<file path="config.mk">
export PLATFORM = sky130hd
export DESIGN_NAME = alu_pipe_flat
export DESIGN_NICKNAME = d
export VERILOG_FILES = /design/src/rtl/alu_pipe_if.sv /design/src/rtl/alu_pipe.sv /design/src/flat_wrapper.sv
export SDC_FILE = /design/constraint.sdc
export NUM_CORES = 1
export LEC_CHECK = 0
export ABC_AREA = 0
export BUFFER_PORTS_ARGS = -buffer_cell sky130_fd_sc_hd__clkbuf_2
export CELL_PAD_IN_SITES_DETAIL_PLACEMENT = 1
export CELL_PAD_IN_SITES_GLOBAL_PLACEMENT = 1
export CORE_MARGIN = 3
export CORE_UTILIZATION = 46
export DETAILED_ROUTE_END_ITERATION = 10
export PLACE_DENSITY = 0.85
export SKIP_LAST_GASP = 1
export SYNTH_ARGS = -nofsm -noshare
export SYNTH_HDL_FRONTEND = slang
export SYNTH_SLANG_ARGS = --single-unit
</file>
<file path="constraint.sdc">
create_clock -name clk -period 7.4 [get_ports clk]
set_clock_uncertainty 0.15 [all_clocks]
set_input_delay 0.74 -clock clk [delete_from_list [all_inputs] [get_ports clk]]
set_output_delay 0.74 -clock clk [all_outputs]
set_load 0.05 [all_outputs]
</file>
<file path="src/rtl/alu_pipe_if.sv">
// alu_pipe_if: operand/result handshake bundle for alu_pipe.
//   slave  (alu_pipe side): takes in_valid/in_a/in_b/in_op/out_ready,
//                           drives in_ready/out_valid/out_r and the flags.
//   master (producer/consumer side): the mirror image.
interface alu_pipe_if #(
  parameter int WIDTH = 32
);
  logic             in_valid;
  logic             in_ready;
  logic [WIDTH-1:0] in_a;
  logic [WIDTH-1:0] in_b;
  logic [3:0]       in_op;
  logic             out_valid;
  logic             out_ready;
  logic [WIDTH-1:0] out_r;
  logic             out_zero;
  logic             out_neg;
  logic             out_carry;
  logic             out_ovf;
  logic             out_illegal;

  modport master (
    output in_valid, in_a, in_b, in_op, out_ready,
    input  in_ready, out_valid, out_r, out_zero, out_neg, out_carry, out_ovf, out_illegal
  );

  modport slave (
    input  in_valid, in_a, in_b, in_op, out_ready,
    output in_ready, out_valid, out_r, out_zero, out_neg, out_carry, out_ovf, out_illegal
  );
endinterface

</file>
<file path="src/rtl/alu_pipe.sv">
// alu_pipe: handshaked WIDTH-bit ALU (AND/OR/ADD/SUB/SLT/NOR) with a
// registered result and flag set (zero, neg, carry/borrow, ovf, illegal).
// Optional shift-add multiplier (opcode 3) compiled in when the macro
// ALU_PIPE_MUL_EN is defined; otherwise opcode 3 is treated as illegal.
// Ports:
//   clk   rising-edge clock
//   rst_n asynchronous active-low reset
//   bus   alu_pipe_if.slave: in_valid/in_ready/in_a/in_b/in_op,
//         out_valid/out_ready/out_r/out_zero/out_neg/out_carry/out_ovf/out_illegal
module alu_pipe #(
  parameter int WIDTH = 32
) (
  input  logic       clk,
  input  logic       rst_n,
  alu_pipe_if.slave  bus
);
  localparam logic [3:0] OP_AND = 4'd0;
  localparam logic [3:0] OP_OR  = 4'd1;
  localparam logic [3:0] OP_ADD = 4'd2;
  localparam logic [3:0] OP_SUB = 4'd6;
  localparam logic [3:0] OP_SLT = 4'd7;
  localparam logic [3:0] OP_NOR = 4'd12;

`ifdef ALU_PIPE_MUL_EN
  localparam logic [3:0] OP_MUL = 4'd3;
  localparam int         CW     = $clog2(WIDTH);
  typedef enum logic [0:0] {IDLE, MUL} state_t;
`else
  typedef enum logic [0:0] {IDLE} state_t;
`endif

  state_t state_q, state_d;

  logic             accept;
  logic             is_mul;
  logic             mul_done;
  logic [WIDTH-1:0] a, b;
  logic [WIDTH:0]   sum, diff;
  logic             slt;
  logic [WIDTH-1:0] res;
  logic             res_carry, res_ovf, res_illegal;

  assign a = bus.in_a;
  assign b = bus.in_b;

  assign bus.in_ready = (state_q == IDLE) && (!bus.out_valid || bus.out_ready);
  assign accept       = bus.in_valid && bus.in_ready;

  // Extra top bit gives ADD carry-out and SUB borrow (A < B unsigned).
  assign sum  = {1'b0, a} + {1'b0, b};
  assign diff = {1'b0, a} - {1'b0, b};
  assign slt  = $signed(a) < $signed(b);

  always_comb begin
    res         = '0;
    res_carry   = 1'b0;
    res_ovf     = 1'b0;
    res_illegal = 1'b0;
    case (bus.in_op)
      OP_AND: res = a & b;
      OP_OR:  res = a | b;
      OP_NOR: res = ~(a | b);
      OP_ADD: begin
        res       = sum[WIDTH-1:0];
        res_carry = sum[WIDTH];
        res_ovf   = (a[WIDTH-1] == b[WIDTH-1]) && (sum[WIDTH-1] != a[WIDTH-1]);
      end
      OP_SUB: begin
        res       = diff[WIDTH-1:0];
        res_carry = diff[WIDTH];
        res_ovf   = (a[WIDTH-1] != b[WIDTH-1]) && (diff[WIDTH-1] != a[WIDTH-1]);
      end
      OP_SLT: res = {{(WIDTH-1){1'b0}}, slt};
`ifdef ALU_PIPE_MUL_EN
      OP_MUL: res = '0;
`endif
      default: res_illegal = 1'b1;
    endcase
  end

`ifdef ALU_PIPE_MUL_EN
  logic [WIDTH-1:0] mcand, mplier, acc, acc_next;
  logic [CW-1:0]    cnt;

  assign is_mul   = (bus.in_op == OP_MUL);
  assign acc_next = acc + (mplier[0] ? mcand : '0);
  assign mul_done = (state_q == MUL) && (cnt == CW'(WIDTH - 1));

  // One multiplier bit per cycle; the WIDTH-th step lands straight in out_r.
  always_ff @(posedge clk or negedge rst_n) begin
    if (!rst_n) begin
      mcand  <= '0;
      mplier <= '0;
      acc    <= '0;
      cnt    <= '0;
    end else if (accept && is_mul) begin
      mcand  <= a;
      mplier <= b;
      acc    <= '0;
      cnt    <= '0;
    end else if (state_q == MUL) begin
      acc    <= acc_next;
      mcand  <= mcand << 1;
      mplier <= mplier >> 1;
      cnt    <= cnt + 1'b1;
    end
  end
`else
  assign is_mul   = 1'b0;
  assign mul_done = 1'b0;
`endif

  always_ff @(posedge clk or negedge rst_n) begin
    if (!rst_n) state_q <= IDLE;
    else        state_q <= state_d;
  end

  always_comb begin
    state_d = state_q;
`ifdef ALU_PIPE_MUL_EN
    case (state_q)
      IDLE:    if (accept && is_mul) state_d = MUL;
      MUL:     if (mul_done) state_d = IDLE;
      default: state_d = IDLE;
    endcase
`endif
  end

  // A MUL accept falls through to the drain branch: in_ready guaranteed the
  // old result is leaving, so out_valid drops for the duration of the multiply.
  always_ff @(posedge clk or negedge rst_n) begin
    if (!rst_n) begin
      bus.out_valid   <= 1'b0;
      bus.out_r       <= '0;
      bus.out_zero    <= 1'b0;
      bus.out_neg     <= 1'b0;
      bus.out_carry   <= 1'b0;
      bus.out_ovf     <= 1'b0;
      bus.out_illegal <= 1'b0;
    end else if (accept && !is_mul) begin
      bus.out_valid   <= 1'b1;
      bus.out_r       <= res;
      bus.out_zero    <= (res == '0);
      bus.out_neg     <= res[WIDTH-1];
      bus.out_carry   <= res_carry;
      bus.out_ovf     <= res_ovf;
      bus.out_illegal <= res_illegal;
`ifdef ALU_PIPE_MUL_EN
    end else if (mul_done) begin
      bus.out_valid   <= 1'b1;
      bus.out_r       <= acc_next;
      bus.out_zero    <= (acc_next == '0);
      bus.out_neg     <= acc_next[WIDTH-1];
      bus.out_carry   <= 1'b0;
      bus.out_ovf     <= 1'b0;
      bus.out_illegal <= 1'b0;
`endif
    end else if (bus.out_ready) begin
      bus.out_valid   <= 1'b0;
    end
  end
endmodule
</file>
<file path="src/flat_wrapper.sv">
// flat-port wrapper written by rule: the top's interface ports become plain ports
module alu_pipe_flat 
#(
  parameter int WIDTH = 32
)
  (clk, rst_n, bus_in_valid, bus_in_a, bus_in_b, bus_in_op, bus_out_ready, bus_in_ready, bus_out_valid, bus_out_r, bus_out_zero, bus_out_neg, bus_out_carry, bus_out_ovf, bus_out_illegal);
  alu_pipe_if #(.WIDTH(WIDTH)) bus_i ();
  input  logic clk;
  input  logic rst_n;
  input wire logic [$bits(bus_i.in_valid)-1:0] bus_in_valid;
  input wire logic [$bits(bus_i.in_a)-1:0] bus_in_a;
  input wire logic [$bits(bus_i.in_b)-1:0] bus_in_b;
  input wire logic [$bits(bus_i.in_op)-1:0] bus_in_op;
  input wire logic [$bits(bus_i.out_ready)-1:0] bus_out_ready;
  output wire logic [$bits(bus_i.in_ready)-1:0] bus_in_ready;
  output wire logic [$bits(bus_i.out_valid)-1:0] bus_out_valid;
  output wire logic [$bits(bus_i.out_r)-1:0] bus_out_r;
  output wire logic [$bits(bus_i.out_zero)-1:0] bus_out_zero;
  output wire logic [$bits(bus_i.out_neg)-1:0] bus_out_neg;
  output wire logic [$bits(bus_i.out_carry)-1:0] bus_out_carry;
  output wire logic [$bits(bus_i.out_ovf)-1:0] bus_out_ovf;
  output wire logic [$bits(bus_i.out_illegal)-1:0] bus_out_illegal;
  assign bus_i.in_valid = bus_in_valid;
  assign bus_i.in_a = bus_in_a;
  assign bus_i.in_b = bus_in_b;
  assign bus_i.in_op = bus_in_op;
  assign bus_i.out_ready = bus_out_ready;
  assign bus_in_ready = bus_i.in_ready;
  assign bus_out_valid = bus_i.out_valid;
  assign bus_out_r = bus_i.out_r;
  assign bus_out_zero = bus_i.out_zero;
  assign bus_out_neg = bus_i.out_neg;
  assign bus_out_carry = bus_i.out_carry;
  assign bus_out_ovf = bus_i.out_ovf;
  assign bus_out_illegal = bus_i.out_illegal;
  alu_pipe #(.WIDTH(WIDTH)) u_core (.clk(clk), .rst_n(rst_n), .bus(bus_i));
endmodule
</file>
# After elaboration in Yosys (flattened, before gate mapping)
# Cells that the tools add are included.
# op_classes
addsub,2
order_cmp,1
eq_ne,9
muxes,6
n_bitwise,3
reduce_logical,9
# op_table
op,count
$pmux W32 S6,1
$add A32 B32 Y33,1
$sub A32 B32 Y33,1
$and A32 B32 Y32,1
$logic_not A32 Y1,1
$lt A32 B32 Y1,1
$not A32 Y32,1
$or A32 B32 Y32,1
$eq A4 B3 Y1 const B,2
$reduce_or A6 Y1,1
$eq A4 B1 Y1 const B,1
$eq A4 B2 Y1 const B,1
$eq A4 B4 Y1 const B,1
$logic_not A4 Y1,1
$pmux W1 S2,2
$logic_and A1 B1 Y1,3
$mux W1,3
$ne A1 B1 Y1,3
$reduce_bool A2 Y1,1
$eq A1 B1 Y1,1
$logic_not A1 Y1,1
$logic_or A1 B1 Y1,1
# totals
ff_bits,38
wordCells,37

# Logic depth before layout (Yosys ltp)
# Gate-level depths: netlist of run 1.
# logic_depth
ltp_word,4
depth_mapped,14
depth_no_buf,14

# Worst setup path after synthesis of run 1
# Ideal clock, no wire load.
# synth_timing
kind,input to register
start,in bus_in_a[0]
end,reg u_core.bus.out_zero
setup_ns,0.103
t_arrival_ns,3.999
slack_ns,3.148
stages,14
n_path_buf,0
path_cell_list,inv_1 > ha_1 > fa_1 > o21ba_1 > or4_4 > nand4_2 > a211oi_2 > o41ai_2 > a21boi_1 > a221o_1 > a22oi_2 > nand4_1 > or4_1 > o41ai_2
# synth_between
elab_chain_cells,4
# synth_rtl
element,line_no,source
start: declaration,flat_wrapper.sv:11,input wire logic [$bits(bus_i.in_a)-1:0] bus_in_a;
"parallel branches: the longest is 2 deep, another holds $sub A32 B32 Y33",--,
$pmux W32 S6 *,alu_pipe.sv:59,case (bus.in_op)
$logic_not A32 Y1 *,alu_pipe.sv:143,bus.out_zero <= (res == '0);
end signal: assignment,alu_pipe.sv:143,
end: declaration,alu_pipe_if.sv:29,"output in_ready, out_valid, out_r, out_zero, out_neg, out_carry, out_ovf, out_illegal"
# Every way passes the cells marked *.
# A chain may end at the register's enable or synchronous reset.

# Worst setup path after layout of run 1
# layout_timing
start,in bus_in_op[0]
end,reg u_core.bus.out_zero
# layout_between
elab_chain_cells,3
# layout_rtl
element,line_no,source
start: declaration,flat_wrapper.sv:13,input wire logic [$bits(bus_i.in_op)-1:0] bus_in_op;
$eq A4 B3 Y1 (tied with other cells),alu_pipe.sv:59,
$pmux W32 S6 *,alu_pipe.sv:59,
$logic_not A32 Y1 *,alu_pipe.sv:143,
# Every way passes the cells marked *; elsewhere a longest branch is shown, timed or not.

==> results of run 1 <==
==> final timing paths <==
path | endpoint | from | depth (start not counted) | slack [ps]
min reg2reg | u_core.bus.out_r[30] | u_core.bus.out_r[30] | 1 | 330
min in group asynchronous | u_core.bus.out_ovf | rst_n | 1 | 440
max reg2reg | u_core.bus.out_zero | u_core.bus.out_valid | 11 | 3720
max in group asynchronous | u_core.bus.out_r[24] | rst_n | 1 | 6090
max | u_core.bus.out_zero | bus_in_op[0] | 12 | 2540
min | u_core.bus.out_r[30] | u_core.bus.out_r[30] | 1 | 330
==> routing by layer <==
layer	vias to the layer above	GRT usage	routed length, um
met5	-	0	0
li1	3807	-	-
met4	0	0.137	1220
met1	4049	0.408	11700
met2	355	0.539	13400
met3	100	0.0312	1460
==> cells by family after synthesis <==
logic type	share of synthesized area
xor+xnor	0.00122
mux	0.0257
flops	0.129
fa+ha+maj	0.178
compound gates	0.364
buf+inv	0.0921
simple gates	0.210
==> cells in the mapped netlist, types with 4 or more instances <==
library cell / n / share of area
and2_1: 8 / 0.0070
nor4_1: 13 / 0.011
a211o_1: 6 / 0.0073
a221oi_1: 4 / 0.0049
o31ai_1: 12 / 0.013
nand2b_1: 12 / 0.010
o21ai_1: 7 / 0.0049
nand2_1: 73 / 0.038
nand4_1: 7 / 0.0061
o211ai_1: 6 / 0.0063
nand3_1: 17 / 0.012
o21ai_0: 71 / 0.049
o31a_1: 4 / 0.0049
and3_1: 5 / 0.0043
a21o_1: 18 / 0.019
inv_1: 105 / 0.055
buf_1: 9 / 0.0047
o21bai_1: 5 / 0.0052
a31oi_1: 13 / 0.011
a21oi_1: 67 / 0.047
a211oi_1: 8 / 0.0083
dfrtp_1: 37 / 0.13
nand3b_1: 7 / 0.0073
o21a_1: 4 / 0.0042
a2111oi_0: 5 / 0.0061
nand4b_1: 5 / 0.0061
ha_1: 99 / 0.17
a22oi_1: 34 / 0.035
o22a_1: 6 / 0.0073
or4_1: 4 / 0.0042
buf_2: 8 / 0.0056
nor2b_1: 11 / 0.0096
o2111ai_1: 5 / 0.0061
or3_1: 12 / 0.010
mux2_2: 10 / 0.016
mux2i_1: 5 / 0.0070
a311oi_1: 4 / 0.0049
a221o_1: 11 / 0.015
nor2_1: 85 / 0.044
o221ai_1: 9 / 0.011
clkbuf_1: 47 / 0.025
a22o_1: 11 / 0.013
or2_2: 4 / 0.0035
nor3_1: 19 / 0.013
o22ai_1: 24 / 0.021
==> registers in the layout, indices dropped and copies added, names as in the netlist <==
name / flops
u_core.bus.out_r: 31
u_core.bus.out_carry: 1
u_core.bus.out_illegal: 1
u_core.bus.out_neg: 1
u_core.bus.out_ovf: 1
u_core.bus.out_valid: 1
u_core.bus.out_zero: 1
==> power breakdown <==
part	total [uW]	internal (uW)	switching, uW
Sequential	256	234	22.4
Combinational	685	206	478
Clock	203	124	79.5
Total	1140	564	580
==> metrics by stage <==
step                 util  power, uW  setup WS [ps]  std cells
detailed placement  0.513        929           2270       1264
finish              0.522       1140           2540       1272
CTS                 0.522       1130           2620       1272
floorplan               -        727           3150       1000
global route        0.522       1210           2170       1272
global placement    0.513        911           2330       1264
==> critical path: cells and delay by family <==
family | cells | cell delay, ps
buffers and inverters | 2 | 750
and+or+nand+nor | 6 | 2090
AOI/OAI and AO/OA | 4 | 1280
==> cell type report <==
type / count / area (sq um)
sequential: 37 / 926
clock buffer: 6 / 129
fill: 2034 / 7300
inverter: 105 / 394
tap: 211 / 264
clock inverter: 2 / 10.0
multi-input combinational: 792 / 5620
timing repair buffer: 119 / 618
==> metrics.txt, run 1 <==
GP Congestion 0.936; number of max-slew violations in the final report 0; height of the chip 131 um; global-route wire length before repair 44.2 mm; status finished, final reports clean; reported leakage power 0.00377 uW; net count after synthesis 1173; Cell Area, Synth 7200 sq um; syn avg cell area 7.20 sq um; clock period minus worst slack 4860 ps; share of the yosys chip area belonging to registers 0.129; Setup Total Neg Slack 0 ps; number of buffers created by CTS 5; number of nets in the final layout 1233; initial antenna violation count 0; most common cell after layout, fill and taps aside clkbuf_2; setup fix buffers added after clock tree synthesis 0; final instance area 7960 sq um; worst-path maximum fanout 26; power per standard cell area 144 nW/um^2; via count 8311; number of enable flip-flop cells after synthesis 0; Final Routed Wirelength 27.8 mm; achievable clock frequency 0.206 GHz; fraction of final layout cells sized beyond drive strength 1 0.158; endpoints failing setup 0; number of synthesis warnings 0; # clock sinks 37; clock root cell clkbuf_16; CTS-repair resized insts 0; instance area at placement 7820 sq um; average vias per placed instance 6.53; number of buffer cells added on primary ports 110; worst hold margin 330 ps; count of boundary I/O pins 111; maximum number of buffers from clock root to sink 2; synthesized netlist cell count 1000; startpoint kind of the worst setup timing path input port; ordered cell list for the critical path clkbuf_2, buf_4, or3b_1, o21ai_1, a2111oi_0, o21ai_0, nor4_1, nand4_1, nor4_4, nand4_1, or4_1, o41ai_2; highest-delay cell along the critical path or3b_1; transition time of the tightest slew-check pin 991 ps; commonest non-fill, non-tap cells in the layout clkbuf_2, inv_1, ha_1; FF+latch count, synth 37; relative slew slack 0.339; pin count of the biggest net entering global routing 54; clock network latency to the later pin of the worst-skew pair 280 ps; overall fraction of global-route tracks in use 0.317; Hold/Removal Path Class reg2reg; number of global-route vias before repair 8461; Tcrit/Tclk final 0.657; delay of the slowest cell on the worst path 680 ps; synthesis-to-layout area growth 10.6%; Initial Util 0.472; setup repair after global routing missed its margin no; iteration-0 DRC count of the detailed router 773; std cell rows 45; DRC errors left 0; CTS clk-pin slew, worst paths 50 ps; predominant post-synthesis flop cell dfrtp_1; drt pass-1 iters 5; Max-Cap Viols 0; endpoints failing hold 0; core footprint 15300 sq um; Die Wd 131 um; ys async rst share 1.00; total inserted antenna cells 0; Worst Setup Path Type in2reg; TritonCTS clock tree built; maximum level of the CTS H-tree 2; arrival time at the worst endpoint 4890 ps; remaining global-route overflow 0; required time of the critical path 7430 ps; antenna-violating nets left 0; total die area 17200 sq um; Worst VDD drop 0.106 mV; placed wire-length estimate after detailed placement 21.6 mm; count of cell types in the netlist 87; mean routed wirelength per cell 21.8 um; critical path's most frequent cell nand4_1; capturing element type of the critical path register; quantity of hold-fixing buffers added after cts 0
Note: power is estimated with default switching activity, not from simulation.
==> inputs of run 2 (changes only) <==
--- a/config.mk
+++ b/config.mk
@@ -10,9 +10,9 @@
 export CELL_PAD_IN_SITES_DETAIL_PLACEMENT = 1
 export CELL_PAD_IN_SITES_GLOBAL_PLACEMENT = 1
 export CORE_MARGIN = 3
-export CORE_UTILIZATION = 46
+export CORE_UTILIZATION = 43
 export DETAILED_ROUTE_END_ITERATION = 10
-export PLACE_DENSITY = 0.85
+export PLACE_DENSITY = 0.8
 export SKIP_LAST_GASP = 1
 export SYNTH_ARGS = -nofsm -noshare
 export SYNTH_HDL_FRONTEND = slang
==> constraint.sdc (replaced) <==
create_clock -name clk -period 4.6 [get_ports clk]
set_clock_uncertainty 0.15 [all_clocks]
set_input_delay 0.46 -clock clk [delete_from_list [all_inputs] [get_ports clk]]
set_output_delay 0.46 -clock clk [all_outputs]
set_load 0.05 [all_outputs]
==> metrics.txt, run 2 (synthesized netlist as in run 1, its figures left out) <==
Net Sw Frac 0.490; power per standard cell area 236 nW/um^2; GP Congestion 0.989; CTS clk-pin slew, worst paths 60 ps; core footprint 16100 sq um; startpoint kind of the worst setup timing path input port; combined area of the multi-input logic cells 5620 sq um; status finished, final reports clean; relative contribution of sequential cells to total power 0.214; Clock power frac 0.202; global-route wire length before repair 44.8 mm; commonest non-fill, non-tap cells in the layout clkbuf_2, inv_1, ha_1; setup fix buffers added after clock tree synthesis 0; placed wire-length estimate after detailed placement 22.5 mm; Initial Util 0.447; Worst Setup Path Type in2reg; instance area at placement 8050 sq um; synthesis-to-layout area growth 14.2%; number of buffer cells added on primary ports 110; required time of the critical path 4630 ps; maximum number of buffers from clock root to sink 2; Max-Cap Viols 0; setup repair after global routing missed its margin no; number of max-slew violations in the final report 0; iteration-0 DRC count of the detailed router 700; Hold/Removal Path Class in2async; quantity of hold-fixing buffers added after cts 0; number of filler instances in the final layout 2151; average vias per placed instance 6.40; Tcrit/Tclk final 0.918; capturing element type of the critical path register; most common cell after layout, fill and taps aside clkbuf_2; DRC errors left 0; remaining global-route overflow 0; count of boundary I/O pins 111; clock network latency to the later pin of the worst-skew pair 280 ps; Setup Total Neg Slack 0 ps; via count 8362; total die area 18300 sq um; register-to-register setup slack 1400 ps; relative slew slack 0.367; achievable clock frequency 0.237 GHz; Reg with most FFs u_core.bus.out_r; drt pass-1 iters 5; clock root cell clkbuf_16; number of global-route vias before repair 8455; part of the power in combinational logic 0.585; reported leakage power 0.00392 uW; total inserted antenna cells 0; fraction of final layout cells sized beyond drive strength 1 0.181; arrival time at the worst endpoint 4250 ps; number of nets in the final layout 1263; # clock sinks 37; TritonCTS clock tree built; mean routed wirelength per cell 21.7 um; endpoints failing setup 0; Die Wd 135 um; number of placed cells counting well taps 1299; clock period minus worst slack 4220 ps; initial antenna violation count 0; number of buffers created by CTS 5; pin count of the biggest net entering global routing 53; overall fraction of global-route tracks in use 0.300; final instance area 8220 sq um; maximum level of the CTS H-tree 2; endpoints failing hold 0; footprint of the flip-flops and latches 926 sq um; worst-path maximum fanout 5; flip-flop count of the largest register after layout 31; height of the chip 135 um; Worst VDD drop 0.198 mV; Final Routed Wirelength 28.3 mm; CTS-repair resized insts 0; transition time of the tightest slew-check pin 949 ps; internal power 990 uW; antenna-violating nets left 0; Net Switching 952 uW; post-route insts no fill 1307; std cell rows 46
run 2: cell types whose count changed in the layout (fill, tap and decap cells not counted), sizes merged:
cell    delta
bufinv     +1
buf       +30
inv        +1
clkbuf     -1
clkinv     -1
run 2: layout make-up:
| class | count | area share |
|---|---|---|
| Inverter | 105 | 0.0480 |
| Clock inverter | 3 | 0.00533 |
| Sequential cell | 37 | 0.113 |
| Tap cell | 216 | 0.0329 |
| Timing Repair Buffer | 149 | 0.103 |
| Multi-Input combinational cell | 792 | 0.683 |
| Clock buffer | 5 | 0.0152 |
run 2: power groups by stage:
stage | Combinational, uW | Clock, uW | Sequential [uW]
floorplan | 584 | 0 | 586
global placement | 1090 | 0 | 418
detailed placement | 1110 | 0 | 419
CTS | 1120 | 398 | 414
global route | 1220 | 412 | 418
finish | 1140 | 392 | 415
run 2: metal layers:
metal  wire length, um  global-route usage
met1             12300               0.399
met2             13400               0.511
met3              2030              0.0438
met4               691              0.0806
met5                 0                   0
run 2: worst max-delay path, cell delays in order:
cell	delay [ps]
clkbuf_2	100
inv_1	60
ha_1	300
a21oi_1	410
o21ai_0	220
a2111oi_0	660
o21ai_1	390
a21boi_1	220
o41ai_1	90
a211oi_1	230
o21bai_1	250
nand4b_1	150
or4_1	440
o41ai_2	280
run 2: through the flow:
stage / hold slack, ps / setup slack, ps / total power [uW] / util
2_1_floorplan: 14.4 / 628 / 1170 / -
3_3_place_gp: 310 / 160 / 1510 / 0.500
6_report: 168 / 379 / 1940 / 0.510
4_1_cts: 188 / 459 / 1930 / 0.510
5_1_grt: 243 / 152 / 2050 / 0.510
3_5_place_dp: 329 / 184 / 1530 / 0.500
run 2: final timing paths:
check                                startpoint                    to  cells after the start
setup / recovery                   bus_in_b[12]   u_core.bus.out_zero                     14
max in group asynchronous                 rst_n   u_core.bus.out_zero                      1
min in group clk                   bus_in_valid  u_core.bus.out_valid                      2
hold / removal                            rst_n  u_core.bus.out_r[28]                      1
hold reg to reg             u_core.bus.out_r[7]   u_core.bus.out_r[7]                      2
setup reg to reg           u_core.bus.out_valid   u_core.bus.out_zero                     11
==> inputs of run 3 (changes only) <==
--- a/config.mk
+++ b/config.mk
@@ -13,6 +13,7 @@
 export CORE_UTILIZATION = 43
 export DETAILED_ROUTE_END_ITERATION = 10
 export PLACE_DENSITY = 0.8
+export SETUP_SLACK_MARGIN = 0.4
 export SKIP_LAST_GASP = 1
 export SYNTH_ARGS = -nofsm -noshare
 export SYNTH_HDL_FRONTEND = slang
==> metrics.txt, run 3 (synthesized netlist as in run 1, its figures left out) <==
status finished, final reports clean; endpoints failing hold 0; number of filler instances in the final layout 2138; required time of the critical path 4630 ps; placed wire-length estimate after detailed placement 22.5 mm; number of global-route vias before repair 8455; CTS clk-pin slew, worst paths 60 ps; final design utilization 0.520; iteration-0 DRC count of the detailed router 778; ordered cell list for the critical path clkbuf_2, ha_1, inv_1, fa_1, nor2b_1, o31a_1, buf_4, o21ai_0, a221o_1, a21oi_1, a311oi_1, mux2i_1, nand2_1, nand4b_1, or4_1, o41ai_2; commonest non-fill, non-tap cells in the layout clkbuf_2, inv_1, ha_1; height of the chip 135 um; capturing element type of the critical path register; path depth of the worst reg2reg path 11; Worst Setup Path Type in2reg; Reg2Reg Capture Point u_core.bus.out_zero; std cell rows 46; average vias per placed instance 6.46; Max-Cap Viols 0; pin count of the biggest net entering global routing 53; FF-to-FF Start u_core.bus.out_valid; overall fraction of global-route tracks in use 0.300; achievable clock frequency 0.246 GHz; maximum number of buffers from clock root to sink 2; Setup Total Neg Slack 0 ps; total inserted antenna cells 0; Reg with most FFs u_core.bus.out_r; clock root cell clkbuf_16; startpoint kind of the worst setup timing path input port; Die Wd 135 um; combined area of the multi-input logic cells 5760 sq um; antenna-violating nets left 0; maximum level of the CTS H-tree 2; footprint of the flip-flops and latches 926 sq um; number of buffers created by CTS 5; endpoints failing setup 0; register-to-register setup slack 1500 ps; flip-flop count of the largest register after layout 31; core footprint 16100 sq um; number of nets in the final layout 1265; GP Congestion 0.989; synthesis-to-layout area growth 16.4%; remaining global-route overflow 0; number of buffer cells added on primary ports 110; arrival time at the worst endpoint 4100 ps; worst hold margin 165 ps; transition time of the tightest slew-check pin 943 ps; Final Routed Wirelength 28.6 mm; count of boundary I/O pins 111; number of max-slew violations in the final report 0; # clock sinks 37; setup repair after global routing missed its margin no; clock period minus worst slack 4070 ps; worst-path maximum fanout 4; delay of the slowest cell on the worst path 440 ps; quantity of hold-fixing buffers added after cts 0; drt pass-1 iters 5; Hold/Removal Path Class in2async; fraction of final layout cells sized beyond drive strength 1 0.201; highest-delay cell along the critical path or4_1; initial antenna violation count 0; DRC errors left 0; most common cell after layout, fill and taps aside clkbuf_2; clock network latency to the later pin of the worst-skew pair 280 ps; TritonCTS clock tree built; via count 8460; global-route wire length before repair 44.8 mm; Tcrit/Tclk final 0.885; reported leakage power 0.00395 uW; Initial Util 0.447; power per standard cell area 236 nW/um^2; mean routed wirelength per cell 21.8 um; relative slew slack 0.371; total die area 18300 sq um; Worst VDD drop 0.199 mV
[run 3: power by group]
group	internal (uW)	switching [uW]	total, uW
combinational	373	795	1170
clock	256	135	391
sequential	376	39.2	415
[run 3: final cells by class]
class                   count  share of cell area
flip-flops and latches     37               0.110
well taps                 216              0.0323
inverters                 105              0.0470
clock inverters             3             0.00523
multi-input cells         792               0.688
clock buffers               5              0.0149
repair buffers            151               0.102
[run 3: worst max-delay path, delay by kind of cell]
kind	cells	cell delay, ps
simple gates	4	860
compound gates	6	1620
fa+ha+maj	2	640
mux	1	160
buf+inv	3	350
[run 3: stage by stage]
step	cells	area [sq um]	setup WS (ps)	total power [uW]
6_report	1309	8380	527	1970
5_1_grt	1309	8380	391	2090
2_1_floorplan	1000	7200	628	1170
3_5_place_dp	1299	8050	184	1530
4_1_cts	1307	8220	459	1930
3_3_place_gp	1299	8050	160	1510
[run 3: timing repair]
item                                    CTS  global route
endpoints found under the setup margin    0             2
resized for setup                         0            29
setup buffers                             0             2
[run 3: worst max path at each step]
stage                       from             endpoint  slack (ps)  cells after the start
finish               bus_in_b[0]  u_core.bus.out_zero         530                     16
global route         bus_in_b[4]  u_core.bus.out_zero         390                     13
CTS                  bus_in_a[0]  u_core.bus.out_zero         460                     15
detailed placement   bus_in_a[0]  u_core.bus.out_zero         180                     15
floorplan            bus_in_a[0]  u_core.bus.out_zero         630                     14
global placement    bus_in_b[12]  u_core.bus.out_zero         160                     14
[run 3: routing by layer]
layer / routed length [um] / vias to the layer above / track usage
met5: 0 / - / 0
met4: 634 / 0 / 0.0806
met3: 2210 / 63 / 0.0438
met2: 13700 / 407 / 0.511
met1: 12000 / 4117 / 0.399
li1: - / 3873 / -
